`src/rtl/bin_to_bcd_seq.sv`:
```
// ---------------------------------------------------------------------------
// bin_to_bcd_seq
//
// Sequential binary-to-BCD converter using shift-add-3 ("double dabble"),
// one input bit per clock. It converts an unsigned WIDTH-bit value into
// DIGITS packed BCD nibbles for the downstream per-digit segment decoders.
// Both sides use a valid/ready handshake.
//
// Build option:
//   BIN_TO_BCD_BLANK_EN - adds the 'blank' output, which flags leading-zero
//                         digits for display suppression. When the macro is
//                         undefined the port and its logic are absent.
//
// Parameters:
//   WIDTH   bit width of the unsigned binary input
//   DIGITS  number of BCD output digits (10**DIGITS must exceed 2**WIDTH-1)
//
// Ports:
//   clk        rising-edge clock
//   reset      synchronous active-high reset
//   in_valid   bin holds a value to convert
//   in_ready   block can accept a new value (IDLE only)
//   bin        unsigned operand, sampled on the accept edge only
//   out_valid  bcd holds a completed result
//   out_ready  consumer takes the result
//   bcd        packed BCD result, units digit in bits [3:0]
//   blank      (optional) per-digit leading-zero flags, registered with bcd
//   busy       conversion in progress
// ---------------------------------------------------------------------------
module bin_to_bcd_seq #(
  parameter int unsigned WIDTH  = 8,
  parameter int unsigned DIGITS = 3
) (
  input  logic                clk,
  input  logic                reset,
  input  logic                in_valid,
  output logic                in_ready,
  input  logic [WIDTH-1:0]    bin,
  output logic                out_valid,
  input  logic                out_ready,
  output logic [4*DIGITS-1:0] bcd,
`ifdef BIN_TO_BCD_BLANK_EN
  output logic [DIGITS-1:0]   blank,
`endif
  output logic                busy
);

  localparam int unsigned BcdW = 4 * DIGITS;
  localparam int unsigned ScrW = BcdW + WIDTH;
  // The counter only needs to reach WIDTH-1; the completing iteration
  // is recognised while the counter still holds WIDTH-1.
  localparam int unsigned CntW = (WIDTH > 1) ? $clog2(WIDTH) : 1;
  localparam logic [CntW-1:0] LastCnt = CntW'(WIDTH - 1);

  typedef enum logic [1:0] {
    StIdle,
    StShift,
    StDone
  } state_e;

  state_e state_q, state_d;

  // Scratch register: BCD field in the top BcdW bits, binary in the low WIDTH.
  logic [ScrW-1:0] scratch_q, scratch_d;
  logic [CntW-1:0] cnt_q, cnt_d;
  logic [BcdW-1:0] bcd_q, bcd_d;
  logic            out_valid_q, out_valid_d;

  logic [ScrW-1:0] adjusted;
  logic [ScrW-1:0] shifted;

`ifdef BIN_TO_BCD_BLANK_EN
  logic [DIGITS-1:0] blank_q, blank_d;

  // blank[i] is set when digit i and all digits above it are zero.
  // Digit 0 is never blanked so a zero result still shows one "0".
  function automatic logic [DIGITS-1:0] leading_blank(input logic [BcdW-1:0] value);
    logic [DIGITS-1:0] flags;
    logic              zero_above;
    flags      = '0;
    zero_above = 1'b1;
    for (int i = int'(DIGITS) - 1; i >= 1; i--) begin
      zero_above = zero_above & (value[4*i +: 4] == 4'd0);
      flags[i]   = zero_above;
    end
    return flags;
  endfunction
`endif

  // Add-3 correction: each BCD nibble >= 5 gets +3 before the shift so it
  // carries correctly into the next digit after doubling. The add is confined
  // to the nibble; it never carries into its neighbour.
  always_comb begin
    adjusted = scratch_q;
    for (int unsigned d = 0; d < DIGITS; d++) begin
      if (scratch_q[WIDTH + 4*d +: 4] >= 4'd5) begin
        adjusted[WIDTH + 4*d +: 4] = scratch_q[WIDTH + 4*d +: 4] + 4'd3;
      end
    end
    shifted = {adjusted[ScrW-2:0], 1'b0};
  end

  // Next-state and datapath update.
  always_comb begin
    state_d     = state_q;
    scratch_d   = scratch_q;
    cnt_d       = cnt_q;
    bcd_d       = bcd_q;
    out_valid_d = out_valid_q;
`ifdef BIN_TO_BCD_BLANK_EN
    blank_d     = blank_q;
`endif

    unique case (state_q)
      StIdle: begin
        if (in_valid) begin
          scratch_d = {{BcdW{1'b0}}, bin};
          cnt_d     = '0;
          state_d   = StShift;
        end
      end

      StShift: begin
        scratch_d = shifted;
        cnt_d     = cnt_q + CntW'(1);
        if (cnt_q == LastCnt) begin
          bcd_d       = shifted[ScrW-1 -: BcdW];
          out_valid_d = 1'b1;
          state_d     = StDone;
`ifdef BIN_TO_BCD_BLANK_EN
          blank_d     = leading_blank(shifted[ScrW-1 -: BcdW]);
`endif
        end
      end

      StDone: begin
        // in_valid is deliberately ignored here; a new accept can only
        // happen from IDLE, one edge after the output handshake.
        if (out_ready) begin
          out_valid_d = 1'b0;
          state_d     = StIdle;
        end
      end

      default: begin
        state_d = StIdle;
      end
    endcase
  end

  always_ff @(posedge clk) begin
    if (reset) begin
      state_q     <= StIdle;
      scratch_q   <= '0;
      cnt_q       <= '0;
      bcd_q       <= '0;
      out_valid_q <= 1'b0;
`ifdef BIN_TO_BCD_BLANK_EN
      blank_q     <= '0;
`endif
    end else begin
      state_q     <= state_d;
      scratch_q   <= scratch_d;
      cnt_q       <= cnt_d;
      bcd_q       <= bcd_d;
      out_valid_q <= out_valid_d;
`ifdef BIN_TO_BCD_BLANK_EN
      blank_q     <= blank_d;
`endif
    end
  end

  assign in_ready  = (state_q == StIdle);
  assign busy      = (state_q == StShift);
  assign out_valid = out_valid_q;
  assign bcd       = bcd_q;
`ifdef BIN_TO_BCD_BLANK_EN
  assign blank     = blank_q;
`endif

endmodule

```
`config.mk`:
```
export PLATFORM = sky130hd
export DESIGN_NAME = bin_to_bcd_seq
export DESIGN_NICKNAME = d
export VERILOG_FILES = /design/src/rtl/bin_to_bcd_seq.sv
export SDC_FILE = /design/constraint.sdc
export NUM_CORES = 1
export LEC_CHECK = 0
export BUFFER_PORTS_ARGS = -buffer_cell sky130_fd_sc_hd__buf_2
export CORE_MARGIN = 1.5
export CORE_UTILIZATION = 30
export CTS_CLUSTER_SIZE = 8
export DETAILED_ROUTE_END_ITERATION = 8
export HOLD_SLACK_MARGIN = 0.05
export PLACE_DENSITY = 0.56
export SLEW_MARGIN = 20
export SYNTH_ARGS = -nofsm -noshare
export SYNTH_HDL_FRONTEND = slang
export SYNTH_SLANG_ARGS = --single-unit
```
`constraint.sdc`:
```
create_clock -name clk -period 4.15 [get_ports clk]
set_input_delay 0.2075 -clock clk [delete_from_list [all_inputs] [get_ports clk]]
set_output_delay 0.2075 -clock clk [all_outputs]
set_load 0.005 [all_outputs]
```
Word level (Yosys, flattened, before mapping)

Cells that the tools add are included.

Add/subtract/negate cells: 4
Magnitude comparators: 3
Equality and inequality tests: 6
Multiplexer cells: 14
Reductions and logical operators: 7

Operator list:

| cell                                                | count |
|---|---|
| one-hot mux 20 bit (2 select lines)                 | 1 |
| two-way mux 20 bit                                  | 1 |
| >= comparator 4 x 3 -> 1 bit, second input constant | 3 |
| adder 4 x 2 -> 4 bit, second input constant         | 2 |
| two-way mux 4 bit                                   | 2 |
| two-way mux 2 bit                                   | 3 |
| two-way mux 3 bit                                   | 2 |
| one-hot mux 2 bit (3 select lines)                  | 1 |
| one-hot mux 3 bit (2 select lines)                  | 1 |
| AND reduction 3 bit                                 | 2 |
| != test 2 bit, second input constant                | 2 |
| AND reduction 2 bit                                 | 2 |
| nonzero test 2 bit                                  | 2 |
| adder 3 x 1 -> 3 bit, second input constant         | 1 |
| adder 3 x 2 -> 3 bit, second input constant         | 1 |
| equality test 3 bit, second input constant          | 1 |
| equality test 2 x 1 -> 1 bit, second input constant | 1 |
| equality test 2 bit, second input constant          | 1 |
| logical NOT 2 bit                                   | 1 |
| two-way mux 1 bit                                   | 2 |
| != test 2 x 1 -> 1 bit, second input constant       | 1 |
| one-hot mux 1 bit (2 select lines)                  | 1 |

Register bits: 38
Input port bits: 12

Longest topological paths before layout

Word-level depth: 3
Gate-level depth with buffers: 7

Worst setup path before layout

Ideal clock, no wire load.

Path kind: reg2reg
Start: register scratch_q[12]
End: register bcd_q[6], in the netlist bcd[6]
Arrival time: 1370 ps
Data required time: 4081 ps
Setup slack: 2711 ps
Cell stages (with the launch flop): 7
Clock period less this slack: 1439 ps
Path through: dfxtp_1 inv_1 ha_1 nand2b_1 a21oi_1 mux2_2 o21ai_1

Longest elaborated chain between the ends: 2
Elaborated cells between the ends (all ways): 3

Ends and longest elaborated chain:

| element                                                                     | line   | RTL |
|---|---|---|
| start, declared                                                             | 64     | `logic [ScrW-1:0] scratch_q, scratch_d;` |
| start signal, assigned                                                      | 163    | `scratch_q <= scratch_d;` |
| adder 4 x 2 -> 4 bit / >= comparator 4 x 3 -> 1 bit (equally long branches) | 97, 96 |  |
| two-way mux 4 bit *                                                         | 96     | `if (scratch_q[WIDTH + 4*d +: 4] >= 4'd5) begin` |
| end signal, assigned                                                        | 156    | `bcd_q <= '0;` |
| end signal, assigned                                                        | 165    | `bcd_q <= bcd_d;` |
| end, declared                                                               | 66     | `logic [BcdW-1:0] bcd_q, bcd_d;` |

Every way passes the cells marked *; elsewhere a longest branch is shown, timed or not.
A chain may end at the register's enable or synchronous reset.

Final worst setup path

Start: register state_q[1]
End: register bcd_q[11], in the netlist bcd[11]

Longest elaborated chain between the ends: 2

Ends and longest elaborated chain:

| element                       | line | RTL |
|---|---|---|
| start, declared               | 61   | `state_e state_q, state_d;` |
| start signal, assigned        | 153  | `state_q <= StIdle;` |
| start signal, assigned        | 162  | `state_q <= state_d;` |
| equality test 2 x 1 -> 1 bit  | 114  | `unique case (state_q)` |
| AND reduction 2 bit (no line) | -    |  |

Every way passes these cells.

==> results.sh <==
export IMPL_max_cap_viol_count=0
export IMPL_grt_pass1_wl_mm=6.782
export IMPL_postSynthAreaPerCell_sq_um=8.717
export IMPL_p_int_w=0.0005313
export IMPL_antenna_found_initial=0
export IMPL_holdWs_ns=0.2191
export IMPL_cts_path_max_buffers=2
export IMPL_grt_pass1_vias=1461
export IMPL_synthCells=213
export IMPL_start_kind="flop"
export IMPL_tightest_slew_ns=0.7395
export IMPL_criticalPathCategory="reg -> reg"
export IMPL_grt_max_degree=41
export IMPL_die_w_um=81.67
export IMPL_start_util=0.3118
export IMPL_clkSlewWorstSetupHoldPaths_ns=0.07
export IMPL_cp_required_ns=4.36
export IMPL_firstDrtPassIters=4
export IMPL_cts_made_buffers=5
export IMPL_layout_drive_gt1_share=0.1974
export IMPL_finalCritPeriodShare=0.5170
export IMPL_fmax_mhz=466.1
export IMPL_power_per_cell_area_mw_per_mm2=336.7
export IMPL_worstPathArrival_ns=2.36
export IMPL_ir_drop_mv=0.1116
export IMPL_report_power_total_w=0.0007073
export IMPL_hold_viol=0
export IMPL_p_leak_nw=0.7769
export IMPL_path_max_fanout=24
export IMPL_diodes=0
export IMPL_cp_slowest_cell="dfxtp_1"
export IMPL_crit_family="simple AND/OR/NAND/NOR gates"
export IMPL_port_buffers=26
export IMPL_hpwl_mm=2.746
export IMPL_drt_initial_drc_count=77
export IMPL_root_buffer="clkbuf_8"
export IMPL_r2r_cells=5
export IMPL_combPwrFrac=0.084
export IMPL_cpPeakStageDelay_ns=0.77
export IMPL_setup_tns_final_ns=0
export IMPL_hp_class="in -> reg"
export IMPL_cts_sinks=38
export IMPL_synth_edf_count=0
export IMPL_die_area_sq_mm=0.006670
export IMPL_cp_depth=5
export IMPL_power_frac_clock=0.375
export IMPL_gp_congestion=0.7798
export IMPL_report_final_slew_viol_count=0
export IMPL_finalNetCount=252
export IMPL_path_buf_inv=1
export IMPL_dieHeight_um=81.67
export IMPL_synth_seq_area_share=0.4097
export IMPL_wl_mm=3.929
export IMPL_holdPathStages=4
export IMPL_period_minus_slack_ns=2.145
export IMPL_switching_share=0.2489
export IMPL_grtUsageTotal=0.1349
export IMPL_cts_resized=0
export IMPL_synth_distinct_cells=32
export IMPL_finalClockSkew_ns=0.008004
export IMPL_drc=0
export IMPL_crit_chain="nand2b_1 -> inv_4 -> nand2_1 -> a211oi_1 -> nor3_1"
export IMPL_p_sw_w=0.0001760
export IMPL_core_sq_mm=0.005956
export IMPL_drt_antenna_violating_nets=0
export IMPL_placedCellCount=300
export IMPL_synth_nets=233
export IMPL_drt_wirelength_per_cell_um=12.76
export IMPL_via_per_inst=5.016
export IMPL_r2r_setup_slack_ns=2.00
export IMPL_ys_warn_count=0
export IMPL_synth_seq_cells=38
export IMPL_rsz0062_at_grt="false"
export IMPL_rows=28
export IMPL_status="finished clean"
export IMPL_syn_area_sq_mm=0.001857
export IMPL_ioPinCount=27
export IMPL_clock_latency_ns=0.29
export IMPL_cts_tree="built"
export IMPL_async_flop_share=0
export IMPL_timing_slew_headroom=0.5070
export IMPL_synthFlopType="dfxtp_1"
export IMPL_vias=1545
export IMPL_cp_end_kind="flop"
export IMPL_grt_overflow_total=0
export IMPL_p_seq_frac=0.541
export IMPL_layout_cells_non_filler=308
export IMPL_htreeDepth=2
export IMPL_ctsHoldBuffers=0
export IMPL_area_delta_synth_final_pct=13.14
export IMPL_setup_viol=0
export IMPL_cts_setup_buffers=0
## layout make-up
cell class                      instances  area, sq um
Inverter                               12        47.55
Clock inverter                          2        12.51
Tap cell                               75        93.84
Timing Repair Buffer                   26        130.1
Sequential cell                        38        760.7
Fill cell                             655         3855
Clock buffer                            6        82.58
Multi-Input combinational cell        149        973.4
## layout by cell type (no fill, tap or decap), types with 5 or more instances in the layout
cell / synthesis / layout
nand2_1: 5 / 5
a211oi_1: 6 / 6
o32ai_1: 5 / 5
inv_1: 11 / 11
nor3b_1: 5 / 5
ha_1: 8 / 8
nand3b_1: 10 / 10
dfxtp_1: 38 / 38
nor3_1: 7 / 7
buf_2: 6 / 26
nor2_1: 31 / 31
nand2b_1: 6 / 6
a21oi_1: 24 / 24
o21ai_1: 12 / 12
clkbuf_8: 0 / 6
## path summary, 6_finish.rpt
kind | from | endpoint
max | state_q[1] | bcd[11]
min reg2reg | out_valid | out_valid
max reg2reg | state_q[1] | bcd[11]
min | out_ready | out_valid
## power by group through the flow
stage / Sequential (W) / Clock, W / Combinational, W
2_1_floorplan: 0.000387 / 0 / 0.0000502
3_3_place_gp: 0.000391 / 0 / 0.0000599
3_5_place_dp: 0.000391 / 0 / 0.0000601
4_1_cts: 0.000383 / 0.000275 / 0.0000600
5_1_grt: 0.000384 / 0.000287 / 0.0000671
6_report: 0.000383 / 0.000265 / 0.0000592
## tightest hold or removal path, cell delays in order
cell     delay [ns]
buf_2          0.09
nand2_1        0.06
nand2_1        0.06
a21oi_1        0.05
## kinds of logic after synthesis
family	synth area share
fa+ha+maj	0.05391
compound gates	0.2244
mux	0.02358
simple gates	0.2082
buf+inv	0.06604
xor+xnor	0.01415
flops	0.4097
## per-stage QoR
stage	utilization	instance area [sq um]	worst slack, ns
after CTS	0.3527	2101	1.982
after detailed placement	0.3368	2006	1.999
after global placement	0.3368	2006	2.059
after global routing	0.3527	2101	1.699
final	0.3527	2101	2.005
after floorplan	-	1857	2.711
## sequential cells by signal (all words and copies together), names as in the netlist
register,cells
state_q,2
cnt_q,3
scratch_q,20
bcd,12
out_valid,1
## Yosys cell counts, types with 2 or more instances
| library cell | n | area share |
|---|---|---|
| dfxtp_1 | 38 | 0.41 |
| nor2_1 | 31 | 0.063 |
| a21oi_1 | 24 | 0.065 |
| o21ai_1 | 12 | 0.032 |
| inv_1 | 11 | 0.022 |
| nand3b_1 | 10 | 0.040 |
| ha_1 | 8 | 0.054 |
| nor3_1 | 7 | 0.019 |
| a211oi_1 | 6 | 0.024 |
| buf_2 | 6 | 0.016 |
| nand2b_1 | 6 | 0.020 |
| clkbuf_1 | 5 | 0.010 |
| nand2_1 | 5 | 0.010 |
| nor3b_1 | 5 | 0.020 |
| o32ai_1 | 5 | 0.024 |
| o221a_2 | 4 | 0.024 |
| a22oi_1 | 3 | 0.012 |
| mux2_2 | 3 | 0.018 |
| nand3_1 | 3 | 0.0081 |
| nor2b_1 | 3 | 0.010 |
| o21ai_0 | 3 | 0.0081 |
| xnor2_1 | 3 | 0.014 |
| a2111oi_4 | 2 | 0.030 |
| buf_4 | 2 | 0.0081 |
## routing by layer
metal	global-route usage	up-vias	part of all wire
met5	0	-	0
met4	0.07288	0	0.029
met3	0.03222	9	0.035
met2	0.2207	29	0.47
met1	0.1627	718	0.46
li1	-	789	-
(Power assumes the default switching activity.)
